File: config.mk
export PLATFORM = sky130hd
export DESIGN_NAME = cvxif_copro_responder
export DESIGN_NICKNAME = d
export VERILOG_FILES = /design/src/rtl/cvxif_copro_pkg.sv /design/src/rtl/cvxif_copro_fifo.sv /design/src/rtl/cvxif_copro_responder.sv
export SDC_FILE = /design/constraint.sdc
export NUM_CORES = 1
export LEC_CHECK = 0
export BUFFER_PORTS_ARGS = -buffer_cell sky130_fd_sc_hd__buf_2
export CAP_MARGIN = 20
export CORE_ASPECT_RATIO = 1.5
export CORE_MARGIN = 8
export CORE_UTILIZATION = 59
export CTS_CLUSTER_SIZE = 16
export DETAILED_ROUTE_END_ITERATION = 10
export PLACE_DENSITY_LB_ADDON = 0.15
export SLEW_MARGIN = 30
export SYNTH_ARGS = -nofsm -noshare
export SYNTH_HDL_FRONTEND = slang
export SYNTH_SLANG_ARGS = --single-unit
File: constraint.sdc
create_clock -name clk_i -period 4.95 [get_ports clk_i]
set_input_delay 0.495 -clock clk_i [delete_from_list [all_inputs] [get_ports clk_i]]
set_output_delay 0.495 -clock clk_i [all_outputs]
set_load 0.05 [all_outputs]
File: src/rtl/cvxif_copro_pkg.sv
// cvxif_copro_pkg: shared types and constants for the CV-X-IF coprocessor responder.
// Holds the custom-0 opcode, the funct3 operation enum, the pending-entry and
// result structs, and the responder FSM state enum.
package cvxif_copro_pkg;

    localparam int unsigned XLEN          = 32;
    localparam int unsigned TRANS_ID_BITS = 4;
    localparam logic [6:0]  CUS_OPCODE    = 7'b0001011;

    typedef enum logic [2:0] {
        CUS_ADD       = 3'b000,
        CUS_ADD_MULTI = 3'b001,
        CUS_EXC       = 3'b010,
        CUS_NOP       = 3'b011
    } cus_op_e;

    typedef struct packed {
        cus_op_e                  op;
        logic [4:0]               rd;
        logic [XLEN-1:0]          rs1;
        logic [XLEN-1:0]          rs2;
        logic [TRANS_ID_BITS-1:0] id;
        logic                     killed;
    } cus_req_t;

    typedef struct packed {
        logic                     valid;
        logic [TRANS_ID_BITS-1:0] id;
        logic [XLEN-1:0]          data;
        logic [4:0]               rd;
        logic                     we;
        logic                     exc;
        logic [5:0]               exccode;
    } cus_res_t;

    typedef enum logic [1:0] {
        ST_IDLE,
        ST_EXEC,
        ST_RESP
    } state_e;

endpackage

File: src/rtl/cvxif_copro_fifo.sv
// cvxif_copro_fifo: pending-request FIFO with a per-entry killed flag.
// Ports:
//   clk_i, rst_i        clock, asynchronous active-high reset
//   push_i/push_data_i  enqueue (ignored when full)
//   pop_i/pop_data_o    dequeue / head entry (killed includes a same-cycle kill)
//   empty_o, full_o     occupancy flags
//   kill_valid_i/kill_id_i  mark every stored entry with a matching id as killed
module cvxif_copro_fifo
    import cvxif_copro_pkg::*;
#(
    parameter int unsigned DEPTH = 4
) (
    input  logic                     clk_i,
    input  logic                     rst_i,
    input  logic                     push_i,
    input  cus_req_t                 push_data_i,
    input  logic                     pop_i,
    output cus_req_t                 pop_data_o,
    output logic                     empty_o,
    output logic                     full_o,
    input  logic                     kill_valid_i,
    input  logic [TRANS_ID_BITS-1:0] kill_id_i
);

    localparam int unsigned AW = $clog2(DEPTH);

    cus_req_t      mem_q [DEPTH];
    logic [AW-1:0] wptr_q, rptr_q;
    logic [AW:0]   cnt_q;
    logic          do_push, do_pop;

    assign empty_o = cnt_q == '0;
    assign full_o  = cnt_q == (AW+1)'(DEPTH);
    assign do_push = push_i && !full_o;
    assign do_pop  = pop_i && !empty_o;

    // A kill landing in the same cycle the head leaves still counts for it.
    always_comb begin
        pop_data_o        = mem_q[rptr_q];
        pop_data_o.killed = mem_q[rptr_q].killed || (kill_valid_i && mem_q[rptr_q].id == kill_id_i);
    end

    always_ff @(posedge clk_i or posedge rst_i) begin
        if (rst_i) begin
            wptr_q <= '0;
            rptr_q <= '0;
            cnt_q  <= '0;
        end else begin
            if (do_push) wptr_q <= wptr_q + 1'b1;
            if (do_pop) rptr_q <= rptr_q + 1'b1;
            cnt_q <= cnt_q + (AW+1)'(do_push) - (AW+1)'(do_pop);
        end
    end

    // The push is written after the kill sweep so a new entry sharing the
    // killed id arrives clean.
    always_ff @(posedge clk_i) begin
        for (int i = 0; i < int'(DEPTH); i++)
            if (kill_valid_i && mem_q[i].id == kill_id_i) mem_q[i].killed <= 1'b1;
        if (do_push) mem_q[wptr_q] <= push_data_i;
    end

endmodule

File: src/rtl/cvxif_copro_responder.sv
// cvxif_copro_responder: coprocessor side of the CV-X-IF offload path.
// Decodes custom-0 instructions, queues accepted work, executes in order and
// returns tagged results. CUS_EXC exists only when CVXIF_COPRO_EXC_EN is defined.
// Ports:
//   clk_i, rst_i                         clock, asynchronous active-high reset
//   x_issue_*                            issue handshake, operands, accept/writeback
//   x_kill_valid_i, x_kill_id_i          kill by transaction id
//   x_result_*                           result channel (valid/ready, id, data, rd, we, exc)
module cvxif_copro_responder
    import cvxif_copro_pkg::*;
#(
    parameter int unsigned PENDING_DEPTH = 4,
    parameter int unsigned MULTI_LATENCY = 3
) (
    input  logic                     clk_i,
    input  logic                     rst_i,
    input  logic                     x_issue_valid_i,
    output logic                     x_issue_ready_o,
    input  logic [31:0]              x_issue_instr_i,
    input  logic [XLEN-1:0]          x_issue_rs1_i,
    input  logic [XLEN-1:0]          x_issue_rs2_i,
    input  logic [TRANS_ID_BITS-1:0] x_issue_id_i,
    output logic                     x_issue_accept_o,
    output logic                     x_issue_writeback_o,
    input  logic                     x_kill_valid_i,
    input  logic [TRANS_ID_BITS-1:0] x_kill_id_i,
    output logic                     x_result_valid_o,
    input  logic                     x_result_ready_i,
    output logic [TRANS_ID_BITS-1:0] x_result_id_o,
    output logic [XLEN-1:0]          x_result_data_o,
    output logic [4:0]               x_result_rd_o,
    output logic                     x_result_we_o,
    output logic                     x_result_exc_o,
    output logic [5:0]               x_result_exccode_o
);

    state_e     state_q, state_d;
    logic [3:0] cnt_q, cnt_d;
    cus_req_t   cur_q, cur_d, head, push_data;
    cus_res_t   res_q, res_d;
    logic [2:0] funct3;
    logic       dec_ok, push, pop, fifo_empty, fifo_full;
    logic       unused_instr;

    assign funct3       = x_issue_instr_i[14:12];
    assign unused_instr = ^x_issue_instr_i[31:15];

`ifdef CVXIF_COPRO_EXC_EN
    assign dec_ok = x_issue_instr_i[6:0] == CUS_OPCODE && !funct3[2];
`else
    assign dec_ok = x_issue_instr_i[6:0] == CUS_OPCODE && !funct3[2] && funct3 != CUS_EXC;
`endif

    assign x_issue_ready_o     = !rst_i && !fifo_full;
    assign x_issue_accept_o    = !rst_i && dec_ok;
    assign x_issue_writeback_o = x_issue_accept_o && funct3 != CUS_NOP;
    assign push                = x_issue_valid_i && x_issue_ready_o && dec_ok;

    always_comb begin
        push_data        = '0;
        push_data.op     = cus_op_e'(funct3);
        push_data.rd     = x_issue_instr_i[11:7];
        push_data.rs1    = x_issue_rs1_i;
        push_data.rs2    = x_issue_rs2_i;
        push_data.id     = x_issue_id_i;
    end

    cvxif_copro_fifo #(
        .DEPTH(PENDING_DEPTH)
    ) u_fifo (
        .clk_i        (clk_i),
        .rst_i        (rst_i),
        .push_i       (push),
        .push_data_i  (push_data),
        .pop_i        (pop),
        .pop_data_o   (head),
        .empty_o      (fifo_empty),
        .full_o       (fifo_full),
        .kill_valid_i (x_kill_valid_i),
        .kill_id_i    (x_kill_id_i)
    );

    function automatic cus_res_t mk_res(cus_req_t r);
        cus_res_t s;
        s       = '0;
        s.valid = 1'b1;
        s.id    = r.id;
        s.rd    = r.rd;
`ifdef CVXIF_COPRO_EXC_EN
        s.exc   = r.op == CUS_EXC;
`else
        s.exc   = 1'b0;
`endif
        s.we      = !s.exc;
        s.data    = s.exc ? '0 : r.rs1 + r.rs2;
        s.exccode = s.exc ? r.rs2[5:0] : 6'd0;
        return s;
    endfunction

    // The pop cycle is the first execute cycle, so single-cycle ops go straight
    // to RESP and a result appears L cycles after the entry becomes visible.
    always_comb begin
        state_d = state_q;
        cnt_d   = cnt_q;
        cur_d   = cur_q;
        pop     = 1'b0;
        case (state_q)
            ST_IDLE: begin
                if (!fifo_empty) begin
                    pop   = 1'b1;
                    cur_d = head;
                    if (head.op != CUS_NOP && !head.killed) begin
                        if (head.op == CUS_ADD_MULTI && MULTI_LATENCY > 1) begin
                            cnt_d   = 4'(MULTI_LATENCY - 2);
                            state_d = ST_EXEC;
                        end else begin
                            state_d = ST_RESP;
                        end
                    end
                end
            end
            ST_EXEC: begin
                cur_d.killed = cur_q.killed || (x_kill_valid_i && x_kill_id_i == cur_q.id);
                cnt_d        = cnt_q - 4'd1;
                if (cnt_q == 4'd0) state_d = cur_d.killed ? ST_IDLE : ST_RESP;
            end
            ST_RESP: begin
                if (x_result_ready_i) state_d = ST_IDLE;
            end
            default: state_d = ST_IDLE;
        endcase
        res_d = state_d != ST_RESP ? '0 : state_q == ST_RESP ? res_q : mk_res(cur_d);
    end

    always_ff @(posedge clk_i or posedge rst_i) begin
        if (rst_i) begin
            state_q <= ST_IDLE;
            cnt_q   <= '0;
            cur_q   <= '0;
            res_q   <= '0;
        end else begin
            state_q <= state_d;
            cnt_q   <= cnt_d;
            cur_q   <= cur_d;
            res_q   <= res_d;
        end
    end

    assign x_result_valid_o   = res_q.valid;
    assign x_result_id_o      = res_q.id;
    assign x_result_data_o    = res_q.data;
    assign x_result_rd_o      = res_q.rd;
    assign x_result_we_o      = res_q.we;
    assign x_result_exc_o     = res_q.exc;
    assign x_result_exccode_o = res_q.exccode;

endmodule

# After elaboration in Yosys (flattened, before gate mapping)
# Memories as Yosys holds them, arrays and structs flattened.
# Cells that the tools add are included.
# op_classes
add_sub_neg	6
n_mul	0
n_div	0
order_cmp	0
n_eq_ne	19
n_shift	0
mux	28
n_bitwise	0
n_reduce_logical	29
# op_table
operator	n
$mux W50	2
$mux W74	1
$mux W73	1
$add A32 B32 Y32	1
$eq A4 B4 Y1	6
$logic_and A1 B1 Y1	16
$mux W1	12
$mux W2	6
$mux W4	3
$ne A2 B2 Y1 const B	5
$ne A3 B2 Y1 const B	3
$pmux W4 S2	1
$eq A7 B4 Y1 const B	1
$pmux W2 S3	1
$logic_not A1 Y1	5
$add A2 B1 Y2 const B	2
$logic_not A4 Y1	1
$reduce_and A4 Y1	1
$sub A4 B1 Y4 const B	1
$add A3 B1 Y3	1
$eq A3 B1 Y1 const B	1
$eq A3 B3 Y1 const B	1
$logic_not A3 Y1	1
$sub A3 B1 Y3	1
other kinds (7)	8
# word_totals
regBits	137
latch_bits	0
ram_bits	308
rom_bits	0
inputBits	109
word_cells	100
mem_count	1
# mem_list
name	depth	width	rd	rd_ports_with_merged_regs	wr	line_no	source
u_fifo.mem_q	4	77	5	0	5	cvxif_copro_fifo.sv:27	cus_req_t mem_q [DEPTH];

# Longest topological paths before layout
# Gate-level depths: netlist (run 1).
# An unclocked memory read counts as a cell.
# logic_depth
ltp_word	11
ltp_mapped	18
depth_no_buf	16

# Hierarchy
# A second synthesis (run 1) with hierarchy kept.
# unflattened
hier_cells	1062
area_unflattened_um2	18161.2
# by_module_without_submodules
module	n_inst	cells_per_inst	area_per_inst_um2	seq_area_each_um2
cvxif_copro_fifo	1	485	11787.6	9384.0
cvxif_copro_responder	1	577	6373.6	3052.9

# Worst setup path before layout (run 1)
# Ideal clock, no wire load.
# synth_path
path_kind	input port to output port
start	in rst_i
end	out x_issue_writeback_o
arrival_time_ns	4.377
path_slack_ns	0.078
stages	3
cell_sequence	inv_1 -> and2_1 -> o21a_1
# synth_via
elab_chain_cells	3
# synth_lines
item	line_no	source
start, declared	cvxif_copro_responder.sv:16	input logic rst_i,
$logic_not A1 Y1 (no source line)	--	
$logic_and A1 B1 Y1	cvxif_copro_responder.sv:55	assign x_issue_accept_o = !rst_i && dec_ok;
net x_issue_accept_o	cvxif_copro_responder.sv:23	output logic x_issue_accept_o,
$logic_and A1 B1 Y1	cvxif_copro_responder.sv:56	assign x_issue_writeback_o = x_issue_accept_o && funct3 != CUS_NOP;
end, declared	cvxif_copro_responder.sv:24	output logic x_issue_writeback_o,
# The timed path passes the listed nets, and every way through them passes these cells.

==> implementation parameters, run 1 <==
Parameter                              Value

Power and ir drop
  Total power after layout ... roughly 14000 uW
  Peak VDD IR ... 0.370 mV
  PD cells ... between 600 and 700 mW/mm^2
  LEAKAGE ... 0.00817 uW

Final layout
  Most frequent cells in the layout ... 304 x sky130_fd_sc_hd__edfxtp_1, 240 x sky130_fd_sc_hd__nand2_1, 137 x sky130_fd_sc_hd__buf_2
  Number of filler cells placed in the layout ... 2105
  Area Overhead vs Synth ... 14.7%
  Multi-input gate area ... approximately 0.0051 sq mm
  Most common cell after layout, fill and taps aside ... sky130_fd_sc_hd__edfxtp_1
  Nets ... 1455
  Utilization of the core after routing ... 0.681
  Layout cell share with drive strength beyond 1 ... 0.240
  Sequential cell area ... between 0.01 and 0.015 sq mm
  Post-route design area ... between 0.02 and 0.025 sq mm

Synth
  Yosys synthesis warning count ... 0
  Cell count after synthesis ... roughly 1100
  Largest area contributor in the netlist ... sky130_fd_sc_hd__edfxtp_1
  Synthesized area per cell ... 15.6 sq um
  Cell area after technology mapping ... between 0.015 and 0.02 sq mm
  Sequential-to-total area share from yosys stat ... 0.697
  Cell types occupying the most area after synthesis ... sky130_fd_sc_hd__edfxtp_1 51%, sky130_fd_sc_hd__dfrtp_1 18%, sky130_fd_sc_hd__mux4_2 9.5%, sky130_fd_sc_hd__nand2_1 5.0%, sky130_fd_sc_hd__ha_1 2.7%
  Number of flops mapped to enable cells by yosys ... about 300
  Ys async rst share ... 0.295
  Number of register bits inferred by synthesis ... between 400 and 500
  Most used flip-flop cell after synthesis ... sky130_fd_sc_hd__edfxtp_1
  Synth top area share ... 0.512
  Count of different cell masters after synthesis ... 57

GRT
  Largest net degree at the start of global routing ... a little under 70
  First-pass GRT wire length ... roughly 58 mm
  All-layer global routing usage ... 0.212
  Vias in the first global route ... 10355
  Initial antenna violation count ... 1
  Total gr overflow ... 0

Setup path
  Critical Path Fanout Max ... 19
  Number of cells traversed by the worst register-to-register path ... 15
  Slack of the worst reg-to-reg path ... 0.51 ns
  Cell Chain, Critical Path ... nor3_1 -> or3_2 -> inv_2 -> buf_4 -> nand2_1 -> nand2_1 -> fa_1 -> a211oi_2 -> o21ai_2 -> o2111ai_2 -> a21oi_2 -> o2111ai_2 -> a2111oi_1 -> o31ai_1 -> a32o_1
  Slowest Stage Delay on Critical Path ... 0.67 ns
  Type of the setup path with the least slack ... reg2reg
  Element type at the critical path end ... flip-flop
  Data required time of the worst path ... 5.37 ns
  Endpoint arrival time on the critical path ... between 4 and 5 ns
  Worst path slowest cell ... sky130_fd_sc_hd__a2111oi_1
  FF-to-FF End ... x_result_data_o[28]
  Startpoint of the worst register-to-register path ... u_fifo.cnt_q[1]
  Element type at the critical path start ... flip-flop

Placed design
  Half-perimeter wire length after detailed placement ... 25.5 mm
  Final Wtd Congestion ... 0.833
  Placed cell areas ... 0.0191 sq mm
  Count of buffers from port buffering ... 137

Min path
  Tightest Hold Check Type ... in2async

CTS
  Setup repair bufs after CTS ... 0
  Clock latency of the later-clocked register in the worst-skew pair ... 0.55 ns
  Post-cts sizing count ... 0
  Number of CTS-inserted buffers ... 40
  CTS H-Tree Depth ... 2
  CTS tree ... yes
  Clock tree buffer depth ... 3
  CTS root buf ... sky130_fd_sc_hd__clkbuf_16
  Number of sinks driven by the clock tree ... about 440
  Cts hold-fix bufs ... 0
  Worst-path clk slew ... approximately 0.060 ns

Route
  Drt first-iter violations ... between 500 and 600
  Vias per cell ... ~5.7
  Routed wire length ... about 37 mm
  DR pass1 iterations ... 9
  Final antenna-violating net count ... 0
  Average detailed-routed wire length per instance ... approximately 22 um
  DRC viols ... 0
  Total via count after detailed routing ... just under 10000

Timing
  Final hold violation count ... 0
  Fmax ... between 200 and 250 MHz
  Setup Viol. Count Final ... 0
  Pin slew with the least headroom to its limit ... a little over 0.9 ns
  RSZ-0062 raised after global routing ... false
  Period utilisation layout ... 0.898
  Worst Clk Skew ... approximately 0.025 ns
  Max-slew headroom at the worst pin ... 0.381
  Worst hold slack ... 0.0400 ns
  Setup Total Neg Slack ... 0 ns
  Clock period minus worst slack ... around 4.4 ns
  Count of final max-slew check failures ... 0

Job
  Number of max-cap violations ... 0

Floorplan
  Area of the die ... between 0.03 and 0.04 sq mm
  Initial cell density of the core ... 0.594
  Row cnt ... 78
  Chip Height ... about 230 um
  Core region area ... 0.0301 sq mm
  Horizontal extent of the die ... about 160 um
  Count of pins on the block boundary ... approximately 160

Run status
  Outcome ... finished clean
==> cells in the mapped netlist, drive strengths merged, types with 2 or more instances <==
cell,instances
a211o,2
a211oi,4
a21o,13
a21oi,35
a22o,38
a31oi,7
a32o,4
and2,6
and3,3
and4,5
buf,24
clkbuf,31
dfrtp,129
dfxtp,4
edfxtp,304
fa,2
ha,39
inv,15
mux4,75
nand2,240
nand2b,5
nand3,5
nand4,2
nor2,25
nor2b,2
nor3,11
nor3b,2
o2111ai,3
o211ai,2
o21a,4
o21ai,17
o21bai,6
o22ai,3
xnor2,31
xor2,28
==> stage by stage <==
step                cells  setup WS (ns)
floorplan            1148         0.0776
global placement     1659          0.614
detailed placement   1661          0.494
CTS                  1734          0.464
global route         1737          0.291
finish               1737          0.507
==> where the power goes <==
group          switching, uW  leakage (uW)  internal, uW
Sequential               315       0.00438          4360
Combinational           3640       0.00315          2580
Clock                   1300      0.000640          1810
==> worst max-delay path, delay by kind of cell, from the launching register on <==
family	cells	cell delay, ns
AOI/OAI and AO/OA	8	2.01
adders and majority gates	1	0.28
buffers and inverters	2	0.64
DFF	1	0.43
and+or+nand+nor	4	0.96
==> kinds of logic (layout without fill, tap and decap cells) <==
logic type	after synthesis	in the layout	synth area share
multiplexers	75	75	0.0947
AND/OR/NAND/NOR	313	313	0.0728
XOR/XNOR	59	59	0.0290
adder cells (fa/ha/maj)	41	41	0.0296
other	1	8	0.000210
AO/OA/AOI/OAI	146	146	0.0594
buffers and inverters	70	258	0.0175
flip-flops	437	437	0.697
==> layer usage <==
layer | vias up | part of all wire | track usage
met5 | - | 0 | 0
met4 | 0 | 0.027 | 0.0680
met3 | 59 | 0.055 | 0.0345
met2 | 254 | 0.53 | 0.375
met1 | 4998 | 0.39 | 0.261
li1 | 4601 | - | -
==> registers in the layout (all words and copies together) (netlist names), 3 cells and up <==
name and cells:
u_fifo.cnt_q 3, u_fifo.mem_q 308, cnt_q 4, x_result_rd_o 5, cur_q 74, x_result_data_o 32
x_result_id_o 4
==> area by class of cell <==
cell class	instances	area share
clock buffers	49	0.0526
well taps	400	0.0244
clock inverters	24	0.0120
diodes	1	0.000122
multi-input cells	641	0.251
repair buffers	170	0.0490
inverters	15	0.00299
flip-flops and latches	437	0.608
==> how the worst max path moves through the flow <==
stage                     endpoint  cells after the start  slack [ns]             start
2_1_floorplan  x_issue_writeback_o                      3        0.08             rst_i
3_3_place_gp   x_result_data_o[28]                     13        0.61  u_fifo.rptr_q[0]
3_5_place_dp   x_result_data_o[28]                     15        0.49   u_fifo.cnt_q[1]
4_1_cts        x_result_data_o[28]                     15        0.46   u_fifo.cnt_q[1]
5_1_grt        x_result_data_o[28]                     15        0.29   u_fifo.cnt_q[1]
6_report       x_result_data_o[28]                     15        0.51   u_fifo.cnt_q[1]
(Power assumes the default switching activity.)
==> run 2, diff against run 1 <==
--- a/config.mk
+++ b/config.mk
@@ -12,6 +12,7 @@
 export CORE_UTILIZATION = 59
 export CTS_CLUSTER_SIZE = 16
 export DETAILED_ROUTE_END_ITERATION = 10
+export HOLD_SLACK_MARGIN = 0.12
 export PLACE_DENSITY_LB_ADDON = 0.15
 export SLEW_MARGIN = 30
 export SYNTH_ARGS = -nofsm -noshare
==> implementation parameters, run 2 (same netlist as run 1, synthesis figures left out) <==
Parameter                              Value

Floorplan
  Chip Height ... 229 um
  Horizontal extent of the die ... 158 um
  Core region area ... approximately 0.030 sq mm
  Area of the die ... 0.0362 sq mm
  Initial cell density of the core ... 0.594
  Row cnt ... just under 80
  Count of pins on the block boundary ... between 150 and 200

CTS
  Worst-path clk slew ... around 0.060 ns
  Number of CTS-inserted buffers ... 40
  CTS tree ... yes
  CTS H-Tree Depth ... 2
  Setup repair bufs after CTS ... 0
  Number of sinks driven by the clock tree ... 437
  Post-cts sizing count ... 0
  Clock latency of the later-clocked register in the worst-skew pair ... roughly 0.55 ns
  Clock tree buffer depth ... 3
  CTS root buf ... sky130_fd_sc_hd__clkbuf_16

Final layout
  Layout cell share with drive strength beyond 1 ... 0.239
  Area Overhead vs Synth ... 14.8%
  Number of flip-flops under the largest register name ... just over 300
  Multi-input gate area ... 0.00514 sq mm
  Post-route design area ... 0.0205 sq mm
  Most common cell after layout, fill and taps aside ... sky130_fd_sc_hd__edfxtp_1
  Number of filler cells placed in the layout ... approximately 2100
  Nets ... between 1000 and 1500
  Top register by number of flip-flops ... u_fifo.mem_q
  Most frequent cells in the layout ... 304 x sky130_fd_sc_hd__edfxtp_1, 240 x sky130_fd_sc_hd__nand2_1, 137 x sky130_fd_sc_hd__buf_2
  Sequential cell area ... 0.0124 sq mm

Route
  DR pass1 iterations ... 5
  Met2 layer wire length in the routed design ... 19.8 mm
  Vias per cell ... about 5.7
  Final antenna-violating net count ... 0
  Total via count after detailed routing ... between 9000 and 10000
  Detailed-routed wire length on met3 ... 1.96 mm
  DRC viols ... 0
  Routed wire length ... ~37 mm
  Average detailed-routed wire length per instance ... roughly 22 um
  Highest routed metal layer ... met4
  Drt first-iter violations ... between 500 and 600
  Met1 layer wirelength in the final routing ... 14.7 mm

Run status
  Outcome ... finished clean

Placed design
  Final Wtd Congestion ... roughly 0.83
  Placed cell areas ... 0.0191 sq mm
  Half-perimeter wire length after detailed placement ... 25.5 mm
  Count of buffers from port buffering ... 137

GRT
  Total gr overflow ... 0
  Largest net degree at the start of global routing ... 69
  Initial antenna violation count ... 1
  First-pass GRT wire length ... 58.2 mm
  All-layer global routing usage ... 0.212
  Vias in the first global route ... between 10000 and 15000

Setup path
  Data required time of the worst path ... about 5.4 ns
  Type of the setup path with the least slack ... reg2reg
  Element type at the critical path start ... flip-flop
  Element type at the critical path end ... flip-flop
  Slack of the worst reg-to-reg path ... 0.49 ns
  Endpoint arrival time on the critical path ... slightly below 5 ns
  Critical Path Fanout Max ... 19

Timing
  Setup Viol. Count Final ... 0
  Clock period minus worst slack ... around 4.5 ns
  Period utilisation layout ... 0.901
  Fmax ... 224 MHz
  Worst Clk Skew ... ~0.027 ns
  Pin slew with the least headroom to its limit ... about 0.95 ns
  Final hold violation count ... 0
  Setup Total Neg Slack ... 0 ns
  Count of final max-slew check failures ... 0
  Max-slew headroom at the worst pin ... 0.367
  RSZ-0062 raised after global routing ... false

Min path
  Tightest Hold Check Type ... in2reg

Power and ir drop
  PD cells ... around 680 mW/mm^2
  Total power after layout ... approximately 14000 uW
  LEAKAGE ... just over 0.008 uW
  Peak VDD IR ... between 0.3 and 0.4 mV

Job
  Number of max-cap violations ... 0
run 2: changes by cell type in the layout (fill, tap and decap cells not counted):
cell | before | now
sky130_fd_sc_hd__dlygate4sd3_1 | 0 | 1
run 2: stage by stage:
step           instances   util  setup slack, ns  hold slack [ns]
2_1_floorplan       1148      -           0.0776            0.432
3_3_place_gp        1659  0.634            0.614            0.441
3_5_place_dp        1661  0.636            0.494            0.459
4_1_cts             1735  0.680            0.464            0.136
5_1_grt             1738  0.681            0.291            0.142
6_report            1738  0.681            0.492            0.161
run 2: timing repair:
| item | 4_1_cts | 5_1_grt |
|---|---|---|
| hold endpoints to repair | 61 | 0 |
| endpoints found under the setup margin | 0 | 0 |
| hold buffers | 1 | 0 |
run 2: final timing paths:
check / cells past startpoint / end / startpoint
setup reg to reg: 15 / x_result_data_o[28] / u_fifo.cnt_q[1]
hold / removal: 1 / u_fifo.mem_q[2][40] / x_issue_rs1_i[3]
max in group asynchronous: 5 / u_fifo.rptr_q[1] / rst_i
min in group asynchronous: 3 / x_result_rd_o[3] / rst_i
hold reg to reg: 2 / u_fifo.mem_q[2][0] / u_fifo.mem_q[2][0]
setup / recovery: 15 / x_result_data_o[28] / u_fifo.cnt_q[1]
run 2: critical path, cell delays in order (launching register included):
cell and delay [ns]:
sky130_fd_sc_hd__dfrtp_1 0.43, sky130_fd_sc_hd__nor3_1 0.10, sky130_fd_sc_hd__or3_2 0.65, sky130_fd_sc_hd__inv_2 0.37
sky130_fd_sc_hd__buf_4 0.26, sky130_fd_sc_hd__nand2_1 0.07, sky130_fd_sc_hd__nand2_1 0.14, sky130_fd_sc_hd__fa_1 0.28
sky130_fd_sc_hd__a211oi_2 0.10, sky130_fd_sc_hd__o21ai_2 0.22, sky130_fd_sc_hd__o2111ai_2 0.18, sky130_fd_sc_hd__a21oi_2 0.24
sky130_fd_sc_hd__o2111ai_2 0.18, sky130_fd_sc_hd__a2111oi_1 0.67, sky130_fd_sc_hd__o31ai_1 0.14, sky130_fd_sc_hd__a32o_1 0.28
run 2: where the power goes:
group / total (uW) / leakage (uW) / switching, uW / internal (uW)
Clock: 3110 / 0.000640 / 1300 / 1810
Combinational: 6230 / 0.00315 / 3650 / 2580
Sequential: 4680 / 0.00438 / 316 / 4360
Total: 14000 / 0.00818 / 5260 / 8750
run 2: cell type report:
class                           instances  share of cell area
Antenna cell                            1            0.000122
Clock buffer                           49              0.0525
Clock inverter                         24              0.0120
Inverter                               15             0.00299
Multi-Input combinational cell        641               0.251
Sequential cell                       437               0.608
Tap cell                              400              0.0244
Timing Repair Buffer                  171              0.0495
run 2: layer usage:
layer,up-vias,GRT usage
met4,0,0.0680
met1,4997,0.261
met2,253,0.375
met3,57,0.0345
li1,4601,-
met5,-,0
==> run 3, diff against run 2 <==
--- a/config.mk
+++ b/config.mk
@@ -5,13 +5,13 @@
 export SDC_FILE = /design/constraint.sdc
 export NUM_CORES = 1
 export LEC_CHECK = 0
-export BUFFER_PORTS_ARGS = -buffer_cell sky130_fd_sc_hd__buf_2
 export CAP_MARGIN = 20
 export CORE_ASPECT_RATIO = 1.5
 export CORE_MARGIN = 8
-export CORE_UTILIZATION = 59
+export CORE_UTILIZATION = 63
 export CTS_CLUSTER_SIZE = 16
 export DETAILED_ROUTE_END_ITERATION = 10
+export DONT_BUFFER_PORTS = 1
 export HOLD_SLACK_MARGIN = 0.12
 export PLACE_DENSITY_LB_ADDON = 0.15
 export SLEW_MARGIN = 30
==> implementation parameters, run 3 (same netlist as run 1, synthesis figures left out) <==
Parameter                              Value

Run status
  Outcome ... finished clean

Placed design
  Half-perimeter wire length after detailed placement ... 24.3 mm
  Final Wtd Congestion ... 0.849
  Count of buffers from port buffering ... 0
  Number of placed cells counting well taps ... 1466
  Placed cell areas ... 0.0183 sq mm

Route
  DRC viols ... 0
  Total via count after detailed routing ... around 10000
  Final antenna-violating net count ... 0
  DR pass1 iterations ... 5
  Drt first-iter violations ... around 630
  Vias per cell ... approximately 6
  Routed wire length ... 37.5 mm
  Average detailed-routed wire length per instance ... roughly 23 um

Timing
  Setup Total Neg Slack ... 0 ns
  Max-slew headroom at the worst pin ... 0.403
  Worst Clk Skew ... around 0.011 ns
  Worst hold slack ... roughly 0.23 ns
  Pin slew with the least headroom to its limit ... ~0.90 ns
  Fmax ... between 200 and 250 MHz
  RSZ-0062 raised after global routing ... false
  Setup Viol. Count Final ... 0
  Period utilisation layout ... 0.871
  Count of final max-slew check failures ... 0
  Final hold violation count ... 0
  Clock period minus worst slack ... around 4.3 ns

Power and ir drop
  Peak VDD IR ... ~0.51 mV
  LEAKAGE ... between 0.007 and 0.008 uW
  PD cells ... 683 mW/mm^2

CTS
  Number of sinks driven by the clock tree ... ~440
  Setup repair bufs after CTS ... 0
  Number of CTS-inserted buffers ... 40
  Clock latency of the later-clocked register in the worst-skew pair ... 0.53 ns
  CTS tree ... yes
  Worst-path clk slew ... around 0.060 ns
  CTS root buf ... sky130_fd_sc_hd__clkbuf_16
  CTS H-Tree Depth ... 2
  Clock tree buffer depth ... 3

GRT
  Vias in the first global route ... around 10000
  Initial antenna violation count ... 0
  Total gr overflow ... 0
  Largest net degree at the start of global routing ... 76
  First-pass GRT wire length ... around 59 mm
  All-layer global routing usage ... 0.225

Final layout
  Most frequent cells in the layout ... 304 x sky130_fd_sc_hd__edfxtp_1, 240 x sky130_fd_sc_hd__nand2_1, 127 x sky130_fd_sc_hd__dfrtp_1
  Number of flip-flops under the largest register name ... ~310
  Post-route design area ... roughly 0.020 sq mm
  Nets ... 1391
  Utilization of the core after routing ... 0.733
  Number of filler cells placed in the layout ... between 1500 and 2000
  Layout cell share with drive strength beyond 1 ... 0.142
  Most common cell after layout, fill and taps aside ... sky130_fd_sc_hd__edfxtp_1
  Ant. Diodes ... 0
  Non-filler instance count after layout ... about 1600
  Area Overhead vs Synth ... 14.9%
  Top register by number of flip-flops ... u_fifo.mem_q

Setup path
  Data required time of the worst path ... around 5.4 ns
  Type of the setup path with the least slack ... reg2reg
  Critical Path Fanout Max ... 29
  Endpoint arrival time on the critical path ... approximately 4.7 ns
  Element type at the critical path end ... flip-flop
  Element type at the critical path start ... flip-flop

Floorplan
  Count of pins on the block boundary ... roughly 160
  Row cnt ... 75
  Horizontal extent of the die ... ~150 um
  Area of the die ... approximately 0.034 sq mm
  Core region area ... 0.0280 sq mm
  Initial cell density of the core ... 0.638
  Chip Height ... 222 um

Job
  Number of max-cap violations ... 0

Min path
  Tightest Hold Check Type ... in2reg
[run 3: changes by cell type in the layout (fill, tap and decap cells not counted), sizes merged]
cell	delta
buf	-142
bufinv	+1
inv	-2
dlygate4sd3	+77
clkinv	-4
diode	-1
clkbuf	+4
[run 3: layout make-up]
class | instances | area, sq um | share of cell area
Clock buffer | 53 | 1100 | 0.0537
Clock inverter | 19 | 262 | 0.0128
Inverter | 15 | 61.3 | 0.00299
Multi-Input combinational cell | 641 | 5140 | 0.251
Sequential cell | 437 | 12400 | 0.607
Tap cell | 346 | 433 | 0.0211
Timing Repair Buffer | 106 | 1060 | 0.0515
[run 3: worst paths after layout]
check,from,endpoint,slack [ns],cells past startpoint
worst max-delay path,u_fifo.rptr_q[0],x_result_data_o[28],0.64,13
worst min-delay path,x_kill_id_i[1],u_fifo.mem_q[1][0],0.23,3
worst max register to register,u_fifo.rptr_q[0],x_result_data_o[28],0.64,13
worst min register to register,u_fifo.mem_q[3][0],u_fifo.mem_q[3][0],0.47,2
max in group asynchronous,rst_i,u_fifo.rptr_q[1],3.10,3
min in group asynchronous,rst_i,u_fifo.cnt_q[1],0.52,2
[run 3: power breakdown]
part | total (uW) | switching (uW) | leakage [uW] | internal, uW
combinational | 5940 | 3390 | 0.00284 | 2550
clock | 3160 | 1280 | 0.000658 | 1890
sequential | 4900 | 541 | 0.00438 | 4350
[run 3: repair_timing]
action	4_1_cts	5_1_grt
setup endpoints to repair	0	0
gates resized for setup	0	0
hold endpoints to repair	369	0
hold buffers	78	0
[run 3: worst max-delay path, stage by stage, from the launching register on]
cell	delay (ns)
sky130_fd_sc_hd__dfrtp_4	0.81
sky130_fd_sc_hd__buf_4	0.40
sky130_fd_sc_hd__mux4_2	0.59
sky130_fd_sc_hd__nand2_1	0.10
sky130_fd_sc_hd__nand2_1	0.09
sky130_fd_sc_hd__ha_1	0.40
sky130_fd_sc_hd__o21ai_0	0.12
sky130_fd_sc_hd__nand2b_1	0.09
sky130_fd_sc_hd__o2111ai_2	0.14
sky130_fd_sc_hd__a21oi_2	0.23
sky130_fd_sc_hd__o2111ai_2	0.19
sky130_fd_sc_hd__a2111oi_1	0.62
sky130_fd_sc_hd__o31ai_1	0.13
sky130_fd_sc_hd__a32o_1	0.27
[run 3: metal layers]
| metal | track usage | wire length (um) | vias up |
|---|---|---|---|
| li1 | - | - | 4460 |
| met1 | 0.262 | 14100 | 4954 |
| met2 | 0.406 | 20200 | 273 |
| met3 | 0.0511 | 2300 | 52 |
| met4 | 0.0695 | 846 | 0 |
| met5 | 0 | 0 | - |
[run 3: through the flow]
| stage | total power [uW] | worst slack, ns |
|---|---|---|
| 2_1_floorplan | 9410 | 0.0776 |
| 3_3_place_gp | 10700 | 0.609 |
| 3_5_place_dp | 10800 | 0.595 |
| 4_1_cts | 14100 | 0.568 |
| 5_1_grt | 14900 | 0.344 |
| 6_report | 14000 | 0.638 |
